==> config.mk <==
export PLATFORM = sky130hd
export DESIGN_NAME = int_ctrl_flat
export DESIGN_NICKNAME = d
export VERILOG_FILES = /design/src/rtl/int_ctrl_pkg.sv /design/src/rtl/int_ctrl_if.sv /design/src/rtl/int_prio_enc.sv /design/src/rtl/int_ctrl.sv /design/src/flat_wrapper.sv
export SDC_FILE = /design/constraint.sdc
export NUM_CORES = 1
export LEC_CHECK = 0
export ABC_AREA = 1
export CAP_MARGIN = 20
export CELL_PAD_IN_SITES_DETAIL_PLACEMENT = 2
export CELL_PAD_IN_SITES_GLOBAL_PLACEMENT = 2
export CORE_UTILIZATION = 15
export CTS_CLUSTER_SIZE = 10
export DETAILED_ROUTE_END_ITERATION = 7
export PLACE_DENSITY = 0.93
export SYNTH_ARGS = -nofsm -noshare
export SYNTH_HDL_FRONTEND = slang
export SYNTH_SLANG_ARGS = --single-unit
==> constraint.sdc <==
create_clock -name clk -period 1.8 [get_ports clk]
set_input_delay 0.27 -clock clk [delete_from_list [all_inputs] [get_ports clk]]
set_output_delay 0.27 -clock clk [all_outputs]
set_load 0.05 [all_outputs]
==> src/rtl/int_ctrl_pkg.sv <==
// Shared constants for the trap sequencer: CSR addresses, SYSTEM instruction
// encodings, exception cause codes and mstatus bit positions.
package int_ctrl_pkg;

  localparam int DATA_W = 32;

  localparam logic [11:0] CSR_MEPC    = 12'h341;
  localparam logic [11:0] CSR_MSTATUS = 12'h300;
  localparam logic [11:0] CSR_MCAUSE  = 12'h342;
  localparam logic [11:0] CSR_MTVEC   = 12'h305;

  localparam logic [DATA_W-1:0] INST_ECALL  = 32'h0000_0073;
  localparam logic [DATA_W-1:0] INST_EBREAK = 32'h0010_0073;
  localparam logic [DATA_W-1:0] INST_MRET   = 32'h3020_0073;

  localparam logic [DATA_W-1:0] CAUSE_EBREAK = 32'd3;
  localparam logic [DATA_W-1:0] CAUSE_ECALL  = 32'd11;

  localparam int MSTATUS_MIE  = 3;
  localparam int MSTATUS_MPIE = 7;

endpackage

==> src/rtl/int_ctrl_if.sv <==
// CSR side of the trap sequencer: current mtvec/mepc/mstatus values in, the
// single shared CSR write port out.
interface int_ctrl_if;
  import int_ctrl_pkg::*;

  logic [DATA_W-1:0] csr_mtvec_in;
  logic [DATA_W-1:0] csr_mepc_in;
  logic [DATA_W-1:0] csr_mstatus_in;
  logic              csr_we_out;
  logic [11:0]       csr_waddr_out;
  logic [DATA_W-1:0] csr_wdata_out;

  modport master (
    input  csr_mtvec_in, csr_mepc_in, csr_mstatus_in,
    output csr_we_out, csr_waddr_out, csr_wdata_out
  );

  modport slave (
    output csr_mtvec_in, csr_mepc_in, csr_mstatus_in,
    input  csr_we_out, csr_waddr_out, csr_wdata_out
  );

endinterface

==> src/rtl/int_prio_enc.sv <==
// Lowest-index-wins priority encoder over the external interrupt lines.
module int_prio_enc #(
  parameter int INT_NUM = 8,
  parameter int IDX_W   = (INT_NUM > 1) ? $clog2(INT_NUM) : 1
) (
  input  logic [INT_NUM-1:0] i_req,
  output logic               o_valid,
  output logic [IDX_W-1:0]   o_index
);

  always_comb begin
    o_valid = |i_req;
    o_index = '0;
    for (int i = INT_NUM - 1; i >= 0; i--) begin
      if (i_req[i]) o_index = IDX_W'(i);
    end
  end

endmodule

==> src/rtl/int_ctrl.sv <==
// Machine-mode trap sequencer: ecall/ebreak/external-interrupt entry and mret return.
// Define INT_VECTORED_EN to vector external interrupts to (mtvec & ~3) + 4*cause.
module int_ctrl
  import int_ctrl_pkg::*;
#(
  parameter int INT_NUM        = 8,
  parameter int CAUSE_EXT_BASE = 16
) (
  input  logic               clk,
  input  logic               rst,
  input  logic [INT_NUM-1:0] int_flag_in,
  input  logic [DATA_W-1:0]  inst_in,
  input  logic [DATA_W-1:0]  inst_addr_in,
  input  logic               jump_flag_in,
  input  logic [DATA_W-1:0]  jump_addr_in,
  int_ctrl_if.master         csr,
  output logic               hold_flag_out,
  output logic               int_assert_out,
  output logic [DATA_W-1:0]  int_addr_out
);

  localparam int IDX_W = (INT_NUM > 1) ? $clog2(INT_NUM) : 1;

  typedef enum logic [2:0] {
    S_IDLE, S_MEPC, S_MSTATUS, S_MCAUSE, S_MRET, S_ASSERT
  } state_e;

  state_e            r_state, w_state_nxt;
  logic [DATA_W-1:0] r_cause, r_epc;
  logic              r_ret;
  logic              w_int_valid;
  logic [IDX_W-1:0]  w_int_idx;
  logic              w_trap, w_mret;
  logic [DATA_W-1:0] w_cause_nxt, w_epc_nxt, w_ext_cause, w_base, w_trap_tgt;

  function automatic logic [DATA_W-1:0] mstatus_enter(input logic [DATA_W-1:0] ms);
    logic [DATA_W-1:0] v;
    v               = ms;
    v[MSTATUS_MPIE] = ms[MSTATUS_MIE];
    v[MSTATUS_MIE]  = 1'b0;
    return v;
  endfunction

  function automatic logic [DATA_W-1:0] mstatus_return(input logic [DATA_W-1:0] ms);
    logic [DATA_W-1:0] v;
    v               = ms;
    v[MSTATUS_MIE]  = ms[MSTATUS_MPIE];
    v[MSTATUS_MPIE] = 1'b1;
    return v;
  endfunction

  int_prio_enc #(
    .INT_NUM (INT_NUM),
    .IDX_W   (IDX_W)
  ) u_prio_enc (
    .i_req   (int_flag_in),
    .o_valid (w_int_valid),
    .o_index (w_int_idx)
  );

  assign w_ext_cause = {1'b1, {(DATA_W-1){1'b0}}}
                     | (DATA_W'(CAUSE_EXT_BASE) + DATA_W'(w_int_idx));
  assign w_base      = csr.csr_mtvec_in & ~DATA_W'(3);

`ifdef INT_VECTORED_EN
  // Shifting the latched cause drops the interrupt flag and leaves 4*code.
  assign w_trap_tgt = r_cause[DATA_W-1] ? (w_base + (r_cause << 2)) : w_base;
`else
  assign w_trap_tgt = w_base;
`endif

  always_comb begin
    w_state_nxt          = r_state;
    w_trap               = 1'b0;
    w_mret               = 1'b0;
    w_cause_nxt          = '0;
    w_epc_nxt            = '0;
    hold_flag_out        = (r_state != S_IDLE);
    csr.csr_we_out       = 1'b0;
    csr.csr_waddr_out    = '0;
    csr.csr_wdata_out    = '0;
    int_assert_out       = 1'b0;
    int_addr_out         = '0;

    case (r_state)
      S_IDLE: begin
        // Detection is suppressed while reset is held so every output stays 0.
        if (rst) begin
          if (inst_in == INST_ECALL) begin
            w_trap      = 1'b1;
            w_cause_nxt = CAUSE_ECALL;
            w_epc_nxt   = inst_addr_in;
          end else if (inst_in == INST_EBREAK) begin
            w_trap      = 1'b1;
            w_cause_nxt = CAUSE_EBREAK;
            w_epc_nxt   = inst_addr_in;
          end else if (inst_in == INST_MRET) begin
            w_mret = 1'b1;
          end else if (csr.csr_mstatus_in[MSTATUS_MIE] && w_int_valid) begin
            w_trap      = 1'b1;
            w_cause_nxt = w_ext_cause;
            w_epc_nxt   = jump_flag_in ? jump_addr_in : inst_addr_in;
          end
        end
        hold_flag_out = w_trap | w_mret;
        if (w_trap)      w_state_nxt = S_MEPC;
        else if (w_mret) w_state_nxt = S_MRET;
      end
      S_MEPC: begin
        csr.csr_we_out    = 1'b1;
        csr.csr_waddr_out = CSR_MEPC;
        csr.csr_wdata_out = r_epc;
        w_state_nxt       = S_MSTATUS;
      end
      S_MSTATUS: begin
        csr.csr_we_out    = 1'b1;
        csr.csr_waddr_out = CSR_MSTATUS;
        csr.csr_wdata_out = mstatus_enter(csr.csr_mstatus_in);
        w_state_nxt       = S_MCAUSE;
      end
      S_MCAUSE: begin
        csr.csr_we_out    = 1'b1;
        csr.csr_waddr_out = CSR_MCAUSE;
        csr.csr_wdata_out = r_cause;
        w_state_nxt       = S_ASSERT;
      end
      S_MRET: begin
        csr.csr_we_out    = 1'b1;
        csr.csr_waddr_out = CSR_MSTATUS;
        csr.csr_wdata_out = mstatus_return(csr.csr_mstatus_in);
        w_state_nxt       = S_ASSERT;
      end
      S_ASSERT: begin
        int_assert_out = 1'b1;
        int_addr_out   = r_ret ? csr.csr_mepc_in : w_trap_tgt;
        w_state_nxt    = S_IDLE;
      end
      default: w_state_nxt = S_IDLE;
    endcase
  end

  always_ff @(posedge clk) begin
    if (!rst) begin
      r_state <= S_IDLE;
      r_cause <= '0;
      r_epc   <= '0;
      r_ret   <= 1'b0;
    end else begin
      r_state <= w_state_nxt;
      if (w_trap) begin
        r_cause <= w_cause_nxt;
        r_epc   <= w_epc_nxt;
        r_ret   <= 1'b0;
      end else if (w_mret) begin
        r_ret   <= 1'b1;
      end
    end
  end

endmodule

==> src/flat_wrapper.sv <==
// flat-port wrapper written by rule: the top's interface ports become plain ports
module int_ctrl_flat import int_ctrl_pkg::*;
#(
  parameter int INT_NUM        = 8,
  parameter int CAUSE_EXT_BASE = 16
)
  (clk, rst, int_flag_in, inst_in, inst_addr_in, jump_flag_in, jump_addr_in, hold_flag_out, int_assert_out, int_addr_out, csr_csr_mtvec_in, csr_csr_mepc_in, csr_csr_mstatus_in, csr_csr_we_out, csr_csr_waddr_out, csr_csr_wdata_out);
  int_ctrl_if csr_i ();
  input  logic clk;
  input  logic rst;
  input  logic [INT_NUM-1:0] int_flag_in;
  input  logic [DATA_W-1:0] inst_in;
  input  logic [DATA_W-1:0] inst_addr_in;
  input  logic jump_flag_in;
  input  logic [DATA_W-1:0] jump_addr_in;
  output logic hold_flag_out;
  output logic int_assert_out;
  output logic [DATA_W-1:0] int_addr_out;
  input wire logic [$bits(csr_i.csr_mtvec_in)-1:0] csr_csr_mtvec_in;
  input wire logic [$bits(csr_i.csr_mepc_in)-1:0] csr_csr_mepc_in;
  input wire logic [$bits(csr_i.csr_mstatus_in)-1:0] csr_csr_mstatus_in;
  output wire logic [$bits(csr_i.csr_we_out)-1:0] csr_csr_we_out;
  output wire logic [$bits(csr_i.csr_waddr_out)-1:0] csr_csr_waddr_out;
  output wire logic [$bits(csr_i.csr_wdata_out)-1:0] csr_csr_wdata_out;
  assign csr_i.csr_mtvec_in = csr_csr_mtvec_in;
  assign csr_i.csr_mepc_in = csr_csr_mepc_in;
  assign csr_i.csr_mstatus_in = csr_csr_mstatus_in;
  assign csr_csr_we_out = csr_i.csr_we_out;
  assign csr_csr_waddr_out = csr_i.csr_waddr_out;
  assign csr_csr_wdata_out = csr_i.csr_wdata_out;
  int_ctrl #(.INT_NUM(INT_NUM), .CAUSE_EXT_BASE(CAUSE_EXT_BASE)) u_core (.clk(clk), .rst(rst), .int_flag_in(int_flag_in), .inst_in(inst_in), .inst_addr_in(inst_addr_in), .jump_flag_in(jump_flag_in), .jump_addr_in(jump_addr_in), .csr(csr_i), .hold_flag_out(hold_flag_out), .int_assert_out(int_assert_out), .int_addr_out(int_addr_out));
endmodule
==> metrics.yaml <==
status: "complete, but fails checks"
violations: "negative setup slack"
die_area_mm2: 0.0251
dp_hpwl_um: 18200
yosysUniqueCellTypes: 30
criticalPathCategory: "reg -> out"
drc: 0
synth_area_per_cell_um2: 5.84
tightestPinTransition_ns: 0.527
fin_util_pct: 40.2
core_area_mm2: 0.0238
syn_area_mm2: 0.00367
startpoint_type: "flop"
antenna_found_initial: 1
drive_gt1_share_pct: 36.9
grt_max_degree: 38
cp.arrival_ns: 1.76
die_h_um: 158
fp.dieW_um: 158
cts_hold_buf: 0
clock-root-buffer: "clkbuf_16"
yosysWarnings: 0
dr.pass1.iters: 4
finalHoldViolCount: 0
track_usage_pct: 19.7
gp_congestion: 0.743
start_util_pct: 15.4
fin_total_pwr_mw: 12.1
cts_buffers: 5
timing.final.crit_share_pct: 113
cts_htree_levels: 2
wl_per_cell_um: 20.6
clk_pin_slew_ns: 0.07
avgViaCountPerCell: 4.53
required_ns: 1.53
cpMostUsedCell: "nor2_4"
io_buffers: 272
cap_violations: 0
ant_nets: 0
overflow: 0
drtIter0Drc: 133
synth_cells: 628
hold-worst-slack_ns: 0.340
maxSlewHeadroom_pct: 64.9
slowest_delay_ns: 0.38
num_rows: 56
worstPathMaxFanout: 5
p_leak_nw: 4.13
num_io_pins: 282
p_per_area_mw_per_mm2: 1260
worstSkewPairLatency_ns: 0.30
skew_ns: 0.00578
hp-class: "in -> reg"
vias: 5880
critical_path.cell_chain: "nor2_4, inv_2, nor2_4, nor2_4, inv_4, buf_6, buf_12, a22o_4, buf_12"
rsz0062_at_grt: "true"
finalCriticalPeriod_ns: 2.03
max_freq_mhz: 493
setup_tns_ns: -10.33
wl_um: 26700
fill_cells: 2545
cpMaxStageDelayCell: "dfxtp_4"
clk_path_buf_depth: 2
final_cell_mix: "158 x nand2_1, 158 x clkdlybuf4s50_1, 82 x nor2_1"
nNetsFinal: 1180
cts.sinks: 41
timing.final.ws_setup_ns: -0.230
ys_seq_elements: 41
yosysSeqAreaShare_pct: 22.4
finalSetupViolations: 72
vdd_drop_max_mv: 0.898
maxSlewViolCount: 0
endpoint_kind: "output port"
area_delta_synth_final_pct: 160
grt_pass1_vias: 6568
cts_tree: "done"
grt_pass1_wl_um: 37000
-- cell families (layout without fill, tap and decap cells) --
logic type / count (synthesis) / in the layout / share of synthesized area (%)
other cells: 1 / 8 / 0.102
mux: 20 / 20 / 5.49
compound gates: 100 / 100 / 17.4
flops: 41 / 41 / 22.4
buf+inv: 104 / 448 / 12.6
simple gates: 362 / 362 / 42.1
-- final cells by class --
type / instances / area, um2 / share of cell area (%)
repair buffers: 382 / 4550 / 47.7
multi-input cells: 489 / 3350 / 35.1
flip-flops and latches: 41 / 832 / 8.72
well taps: 319 / 399 / 4.18
inverters: 58 / 235 / 2.46
clock buffers: 6 / 139 / 1.45
clock inverters: 2 / 37.5 / 0.393
diodes: 1 / 2.50 / 0.0262
-- path summary, 6_finish.rpt --
check,from,to,slack (ns),cells past startpoint
setup / recovery,u_core.r_state[1],csr_csr_wdata_out[23],-0.23,9
hold / removal,rst,u_core.r_ret,0.34,3
setup reg to reg,u_core.r_state[1],u_core.r_epc[1],-0.02,12
hold reg to reg,u_core.r_cause[1],u_core.r_cause[1],0.52,2
-- cells in the mapped netlist --
cell	instances	area (um2)
inv_2	5	18.8
nand4_2	1	12.5
dfxtp_1	41	821
buf_6	2	22.5
a31oi_2	1	12.5
o21ai_0	21	105
a21oi_1	36	180
buf_4	12	90.1
nand2_2	4	25.0
nor2_1	109	409
nand4_1	21	131
buf_2	8	40.0
buf_1	3	11.3
nand3_1	24	120
nor2_4	3	33.8
o21ai_1	2	10.0
nor3_1	6	30.0
a21o_1	1	7.51
conb_1	1	3.75
nor2_2	6	37.5
nor3_2	1	10.0
inv_1	53	199
clkbuf_1	21	78.8
nand2_1	182	683
nand3_2	5	50.1
mux2_2	1	11.3
o211ai_1	12	90.1
a22oi_1	3	22.5
a22o_1	24	210
mux2i_1	19	190
-- worst max-delay path: cells and delay by family, from the launching register on --
kind,cells,cell delay [ns]
buf+inv,5,0.60
flops,1,0.38
simple gates,3,0.26
compound gates,1,0.24
-- sequential cells by signal, summed over array words and instances (netlist names) --
name / flops
u_core.r_epc: 32
u_core.r_cause: 5
u_core.r_state: 3
u_core.r_ret: 1
-- power breakdown --
| group | total, mW | internal, mW | switching (mW) |
|---|---|---|---|
| Clock | 1.14 | 0.695 | 0.445 |
| Combinational | 9.61 | 4.72 | 4.89 |
| Sequential | 1.31 | 1.10 | 0.204 |
-- through the flow --
stage,setup WS [ns],cell area (um2),std cells
3_3_place_gp,-0.360,7800,1221
6_report,-0.230,9550,1298
3_5_place_dp,-0.463,7800,1221
5_1_grt,-0.294,9550,1298
4_1_cts,-0.219,8880,1270
2_1_floorplan,-0.387,4210,634
-- layer usage --
metal  vias up  track usage [%]  part of all wire, %
met5         -                0                    0
met4         0             4.85                  2.4
met3        40             4.08                  6.2
met2       247             40.2                   54
met1      2860             19.9                   37
li1       2733                -                    -
-- timing repair --
action,4_1_cts,5_1_grt
setup endpoints to repair,101,105
cloned,7,7
buffers inserted,34,21
resized for setup,158,113
pin swaps,29,43
(Power assumes the default switching activity.)
